## config.mk

```make
export PLATFORM = sky130hd
export DESIGN_NAME = pwl_activation_unit
export DESIGN_NICKNAME = d
export VERILOG_FILES = /design/src/rtl/pwl_activation_unit.sv
export SDC_FILE = /design/constraint.sdc
export NUM_CORES = 2
export LEC_CHECK = 0
export ABC_AREA = 1
export CORE_AREA = 3 3 311 313
export CTS_BUF_LIST = sky130_fd_sc_hd__clkbuf_8
export CTS_CLUSTER_SIZE = 10
export DETAILED_ROUTE_END_ITERATION = 7
export DIE_AREA = 0 0 314 316
export REMOVE_ABC_BUFFERS = 1
export SLEW_MARGIN = 0
export SYNTH_ARGS = -nofsm -noshare
export SYNTH_HDL_FRONTEND = slang
export SYNTH_SLANG_ARGS = --single-unit
```

## constraint.sdc

```tcl
create_clock -name clk -period 7.5 [get_ports clk]
set_clock_uncertainty 0.15 [all_clocks]
set_input_delay 1.5 -clock clk [delete_from_list [all_inputs] [get_ports clk]]
set_output_delay 1.5 -clock clk [all_outputs]
set_load 0.005 [all_outputs]
```

## src/rtl/pwl_activation_unit.sv

```systemverilog
// pwl_activation_unit
// Pipelined piecewise-linear activation: y = a[s]*|x| + b[s], with s taken from |x|.
// Negative inputs are folded with sigmoid (ONE - r) or tanh (-r) symmetry, chosen per sample.
// Four stages (S1 table lookup, S2 multiply, S3 round/offset/saturate, S4 fold into out_data)
// share a single advance enable, so the pipe holds as a whole under back-pressure.
// Ports:
//   clk, rst_n                 clock, async active-low reset
//   in_valid/in_ready/in_data  input stream, signed Q(DATA_WIDTH-FRAC_BITS).FRAC_BITS
//   in_mode                    0 = sigmoid symmetry, 1 = tanh symmetry (travels with sample)
//   out_valid/out_ready        output stream handshake
//   out_data                   saturated signed result
//   cfg_we/cfg_addr/cfg_a/cfg_b coefficient table write port
module pwl_activation_unit #(
   parameter int unsigned DATA_WIDTH = 16,
   parameter int unsigned FRAC_BITS  = 12,
   parameter int unsigned NUM_SEG    = 16,
   parameter int unsigned SEG_SHIFT  = 10,
   localparam int unsigned SEG_BITS  = $clog2(NUM_SEG)
) (
   input  logic                  clk,
   input  logic                  rst_n,
   input  logic                  in_valid,
   output logic                  in_ready,
   input  logic [DATA_WIDTH-1:0] in_data,
   input  logic                  in_mode,
   output logic                  out_valid,
   input  logic                  out_ready,
   output logic [DATA_WIDTH-1:0] out_data,
   input  logic                  cfg_we,
   input  logic [SEG_BITS-1:0]   cfg_addr,
   input  logic [DATA_WIDTH-1:0] cfg_a,
   input  logic [DATA_WIDTH-1:0] cfg_b
);

   localparam int unsigned AX_W  = DATA_WIDTH + 1;
   localparam int unsigned P_W   = 2 * DATA_WIDTH + 1;
   localparam int unsigned SUM_W = P_W + 1;

   localparam logic [AX_W-1:0]         SEG_MAX = AX_W'(NUM_SEG - 1);
   localparam logic signed [P_W-1:0]   RND     = P_W'(1 << (FRAC_BITS - 1));
   localparam logic signed [SUM_W-1:0] ONE_S   = SUM_W'(1 << FRAC_BITS);
   localparam logic signed [SUM_W-1:0] SAT_HI  = SUM_W'((1 << (DATA_WIDTH - 1)) - 1);
   localparam logic signed [SUM_W-1:0] SAT_LO  = ~SAT_HI;

   // Clamp a wide signed value into the DATA_WIDTH signed range
   function automatic logic [DATA_WIDTH-1:0] sat_w(input logic signed [SUM_W-1:0] v);
      logic [DATA_WIDTH-1:0] res;
      if (v > SAT_HI) begin
         res = DATA_WIDTH'(SAT_HI);
      end else if (v < SAT_LO) begin
         res = DATA_WIDTH'(SAT_LO);
      end else begin
         res = DATA_WIDTH'(v);
      end
      return res;
   endfunction

   // Coefficient table
   logic [DATA_WIDTH-1:0] tab_a_q [NUM_SEG];
   logic [DATA_WIDTH-1:0] tab_b_q [NUM_SEG];

   // Pipeline registers
   logic                   v1_q, v2_q, v3_q, out_valid_q;
   logic [DATA_WIDTH-1:0]  a1_q, b1_q, b2_q, r3_q, out_data_q;
   logic [AX_W-1:0]        ax1_q;
   logic signed [P_W-1:0]  p2_q;
   logic                   neg1_q, neg2_q, neg3_q;
   logic                   mode1_q, mode2_q, mode3_q;

   // Combinational stage logic
   logic                   adv_c;
   logic [AX_W-1:0]        x_ext_c, ax_c, seg_raw_c;
   logic [SEG_BITS-1:0]    seg_c;
   logic signed [P_W-1:0]  p_c, rnd_c, shr_c;
   logic signed [SUM_W-1:0] sum_c, r_ext_c;
   logic [DATA_WIDTH-1:0]  r_c, y_c;

   // Whole pipe moves when the output slot is empty or being drained
   assign adv_c     = !out_valid_q | out_ready;
   assign in_ready  = adv_c;
   assign out_valid = out_valid_q;
   assign out_data  = out_data_q;

   // S1: magnitude in one extra bit so the most negative input has a representable |x|
   always_comb begin
      x_ext_c   = {in_data[DATA_WIDTH-1], in_data};
      ax_c      = in_data[DATA_WIDTH-1] ? (~x_ext_c + AX_W'(1)) : x_ext_c;
      seg_raw_c = ax_c >> SEG_SHIFT;
      seg_c     = (seg_raw_c > SEG_MAX) ? SEG_BITS'(NUM_SEG - 1) : SEG_BITS'(seg_raw_c);
   end

   // S2: |x| is non-negative, zero-extended before the signed multiply
   always_comb begin
      p_c = P_W'($signed(a1_q)) * P_W'($signed({1'b0, ax1_q}));
   end

   // S3: round half up, add offset, saturate
   always_comb begin
      rnd_c = p2_q + RND;
      shr_c = rnd_c >>> FRAC_BITS;
      sum_c = SUM_W'(shr_c) + SUM_W'($signed(b2_q));
      r_c   = sat_w(sum_c);
   end

   // S4: symmetry fold for negative inputs
   always_comb begin
      r_ext_c = SUM_W'($signed(r3_q));
      y_c     = r3_q;
      if (neg3_q) begin
         if (mode3_q) begin
            y_c = sat_w(-r_ext_c);
         end else begin
            y_c = sat_w(ONE_S - r_ext_c);
         end
      end
   end

   // Table writes commit regardless of stalls; a same-cycle lookup sees the old entry
   always_ff @(posedge clk or negedge rst_n) begin
      if (!rst_n) begin
         for (int i = 0; i < int'(NUM_SEG); i++) begin
            tab_a_q[i] <= '0;
            tab_b_q[i] <= '0;
         end
      end else if (cfg_we) begin
         tab_a_q[cfg_addr] <= cfg_a;
         tab_b_q[cfg_addr] <= cfg_b;
      end
   end

   // Stage registers, all gated by the shared advance enable
   always_ff @(posedge clk or negedge rst_n) begin
      if (!rst_n) begin
         v1_q        <= 1'b0;
         v2_q        <= 1'b0;
         v3_q        <= 1'b0;
         out_valid_q <= 1'b0;
         a1_q        <= '0;
         b1_q        <= '0;
         ax1_q       <= '0;
         neg1_q      <= 1'b0;
         mode1_q     <= 1'b0;
         p2_q        <= '0;
         b2_q        <= '0;
         neg2_q      <= 1'b0;
         mode2_q     <= 1'b0;
         r3_q        <= '0;
         neg3_q      <= 1'b0;
         mode3_q     <= 1'b0;
         out_data_q  <= '0;
      end else if (adv_c) begin
         v1_q        <= in_valid;
         a1_q        <= tab_a_q[seg_c];
         b1_q        <= tab_b_q[seg_c];
         ax1_q       <= ax_c;
         neg1_q      <= in_data[DATA_WIDTH-1];
         mode1_q     <= in_mode;

         v2_q        <= v1_q;
         p2_q        <= p_c;
         b2_q        <= b1_q;
         neg2_q      <= neg1_q;
         mode2_q     <= mode1_q;

         v3_q        <= v2_q;
         r3_q        <= r_c;
         neg3_q      <= neg2_q;
         mode3_q     <= mode2_q;

         out_valid_q <= v3_q;
         out_data_q  <= y_c;
      end
   end

endmodule

```

==> impl_metrics.yaml <==
critical_path:
  path_max_fanout: 14
  crit_type: "flop to flop"
  r2r-end: "p2_q[28]$_DFFE_PN0P_"
  r2r.worst_path.cells: 19
  critPathSlowestCell: "fa_1"
  worst-path-buf-inv: 4
  worst_setup_path_end_kind: "flop"
  cp_data_arrival_time_ns: 6.94
  critical_path_required_ns: 7.97
  cp_cell_sequence: "inv_1 > or2_2 > fa_1 > fa_1 > inv_1 > fa_1 > fa_1 > fa_1 > inv_1 > fa_1 > inv_1 > ha_1 > a21o_1 > a31oi_1 > o21ai_0 > a221oi_1 > nand3b_1 > nand3_1 > nand2_1"
  rrSetupSlack_ns: 1.03
  crit_family: "adder cells"
  crit_path_start_kind: "flop"
  critPathMaxStageDelay_ns: 0.55
  crit_path_frequent_cell: "fa_1"
  crit_cells: 19
  r2r-start: "a1_q[15]$_DFFE_PN0P_"
sta:
  finalMaxSlewViolations: 0
  setup-tns-final_ns: 0
  period_needed_ns: 6.474
  max_freq_mhz: 154.5
  hold_viol_final: 0
  setup_violations: 0
  finalCritPeriodShare_pct: 86.32
  rsz0062_at_grt: "no"
  maxSlewHeadroom_pct: 20.80
  worst_slew_pin_slew_ns: 1.185
clock_network:
  cts_buffer_depth: 3
  h-tree-depth: 3
  cts-root-buf: "clkbuf_8"
  cts.sinks: 641
  clk_pin_slew_worst_paths_ns: 0.06
  cts_inserted_buffers: 109
  cts_setup_buffers: 0
  insertion_delay_ns: 0.79
  cts-resized-gates: 0
  cts_tree: "yes"
  cts_hold_buf: 0
synth:
  synth.area.top_cells: "dfrtp_1 38%, nand2_1 16%, fa_1 9.9%"
  synth_compound_area_share_pct: 9.408
  synth_top_family_by_area: "simple AND/OR/NAND/NOR gates"
  ys_seq_area_share_pct: 38.00
  synth_area_um2: 42210
  synth-edff-count: 0
  synth_adder_area_share_pct: 14.10
  synth-simple-area-share_pct: 25.02
  avgSynthCellArea_um2: 7.329
  synth_most_common_cell: "nand2_1"
  ys_warn_count: 0
  synthXorXnorAreaFrac_pct: 1.183
  async_reset_ff_share_pct: 100.0
  synth_flop_cell: "dfrtp_1"
  yosysTopAreaCell: "dfrtp_1"
  synthMuxAreaShare_pct: 0
  yosys_register_bits: 641
  synth.distinct_cells: 42
  synthCells: 5760
  ys_top_cells_by_count: "1,816 x nand2_1, 996 x inv_1, 641 x dfrtp_1"
  synth_top_area_share_pct: 38.00
drt:
  drtIter0Drc: 2986
  ant_nets: 0
  wire_per_inst_um: 17.12
  drc: 0
  routed_wl_um: 120100
  via_count: 35667
  post_drt_via_cell_ratio: 5.084
  first_pass_iters: 6
layout:
  nets: 6066
  nFillCells: 9634
  drive_gt1_share_pct: 4.557
  multi_input_area_um2: 21130
  syn_to_final_growth_pct: 9.271
  final_cells: 7016
  regArea_um2: 16040
die:
  initial_utilization_pct: 44.63
  dieArea_um2: 99220
  rows: 113
  die_x_um: 314
  die_y_um: 316
  core_area_um2: 94590
  top_level_ports: 76
global_routing:
  track_usage_pct: 24.51
  grt_pass1_wl_um: 193300
  antenna_found_initial: 2
  grt_pass1_vias: 34567
  grt-ovfl-total: 0
  grt_max_degree: 159
placement:
  portBuffers: 75
  gp_congestion: 0.8859
  placed_cells: 6811
  hpwl_um: 74510
hold_path:
  whs_path_depth: 2
  hp-start: "v3_q$_DFFE_PN0P_"
  min_to: "out_valid$_DFFE_PN0P_"
  hold_class: "flop to flop"
run_status:
  status: "complete, no violations"
job:
  cap_violations: 0
==> per-stage QoR <==
stage	hold WS (ns)	setup slack, ns	instance area [um2]	util [%]
2_1_floorplan	0.2698	-2.754	40790	-
3_3_place_gp	0.2822	1.204	43740	46.24
3_5_place_dp	0.2909	1.159	43740	46.24
4_1_cts	0.3120	1.106	46120	48.76
5_1_grt	0.3405	0.7115	46120	48.76
6_report	0.3037	1.026	46130	48.77
==> cell type report <==
type	count	area share, %
multi-input cells	3778	45.81
flip-flops and latches	641	34.77
inverters	1002	8.165
clock buffers	149	4.446
well taps	1265	3.431
repair buffers	125	2.642
clock inverters	54	0.7161
diodes	2	0.01085
==> layer usage <==
metal	track usage (%)	vias up	wire, um
met5	0	-	0
met4	7.338	0	3311
met3	3.559	215	7237
met2	39.38	993	54570
met1	34.51	17044	54980
li1	-	17415	-
==> worst register-to-register path: stages (launching register included) <==
cell	delay, ns
dfrtp_1	0.48
inv_1	0.30
or2_2	0.38
fa_1	0.52
fa_1	0.54
inv_1	0.05
fa_1	0.50
fa_1	0.52
fa_1	0.55
inv_1	0.06
fa_1	0.52
inv_1	0.04
ha_1	0.37
a21o_1	0.23
a31oi_1	0.35
o21ai_0	0.15
a221oi_1	0.35
nand3b_1	0.11
nand3_1	0.09
nand2_1	0.06
==> placed cells by master, fill, tap and decap left out, types with 2 or more instances in the layout <==
cell type,count
nand3_2,5
nand2_1,1811
clkinvlp_4,2
inv_1,1036
nor2_1,253
xnor2_1,20
or2_2,13
nand3b_1,7
nor2_4,10
a21o_1,9
xor2_1,37
buf_12,7
o21ai_0,591
nand3_1,425
o2111ai_1,27
o211ai_1,4
nor3_1,47
inv_2,4
diode_2,2
o21bai_1,3
fa_1,208
nor3_2,5
inv_4,2
ha_1,143
a31oi_1,7
a21oi_1,109
nand2_4,3
buf_4,43
inv_16,2
clkbuf_8,149
dfrtp_1,641
clkinv_2,4
nand4_1,21
o21ai_1,5
and3_1,2
clkdlybuf4s50_1,74
nand2_2,4
==> worst max path at each step <==
stage                                     from                    to  slack (ns)
final                     a1_q[15]$_DFFE_PN0P_  p2_q[28]$_DFFE_PN0P_        1.03
after global routing      a1_q[15]$_DFFE_PN0P_  p2_q[28]$_DFFE_PN0P_        0.71
after CTS                 a1_q[15]$_DFFE_PN0P_  p2_q[28]$_DFFE_PN0P_        1.11
after detailed placement  a1_q[15]$_DFFE_PN0P_  p2_q[28]$_DFFE_PN0P_        1.16
after global placement    a1_q[15]$_DFFE_PN0P_  p2_q[26]$_DFFE_PN0P_        1.20
after floorplan                     in_data[0]   a1_q[9]$_DFFE_PN0P_       -2.75
==> cell families (layout without fill, tap and decap cells) <==
family	Yosys count	count (layout)
buf+inv	1341	1330
fa+ha+maj	351	351
other cells	0	2
xor+xnor	57	57
compound gates	760	760
flops	641	641
simple gates	2610	2610
==> registers in the layout, summed over array words and instances (netlist names), 16 cells and up <==
register and cells:
tab_b_q 256, b1_q 16, r3_q 16, p2_q 22
out_data 16, a1_q 16, b2_q 16, ax1_q 17
tab_a_q 256
Power is left out: the tool's default activity adds up to more than one toggle a clock period on the data nets, which glitch-free logic cannot reach.
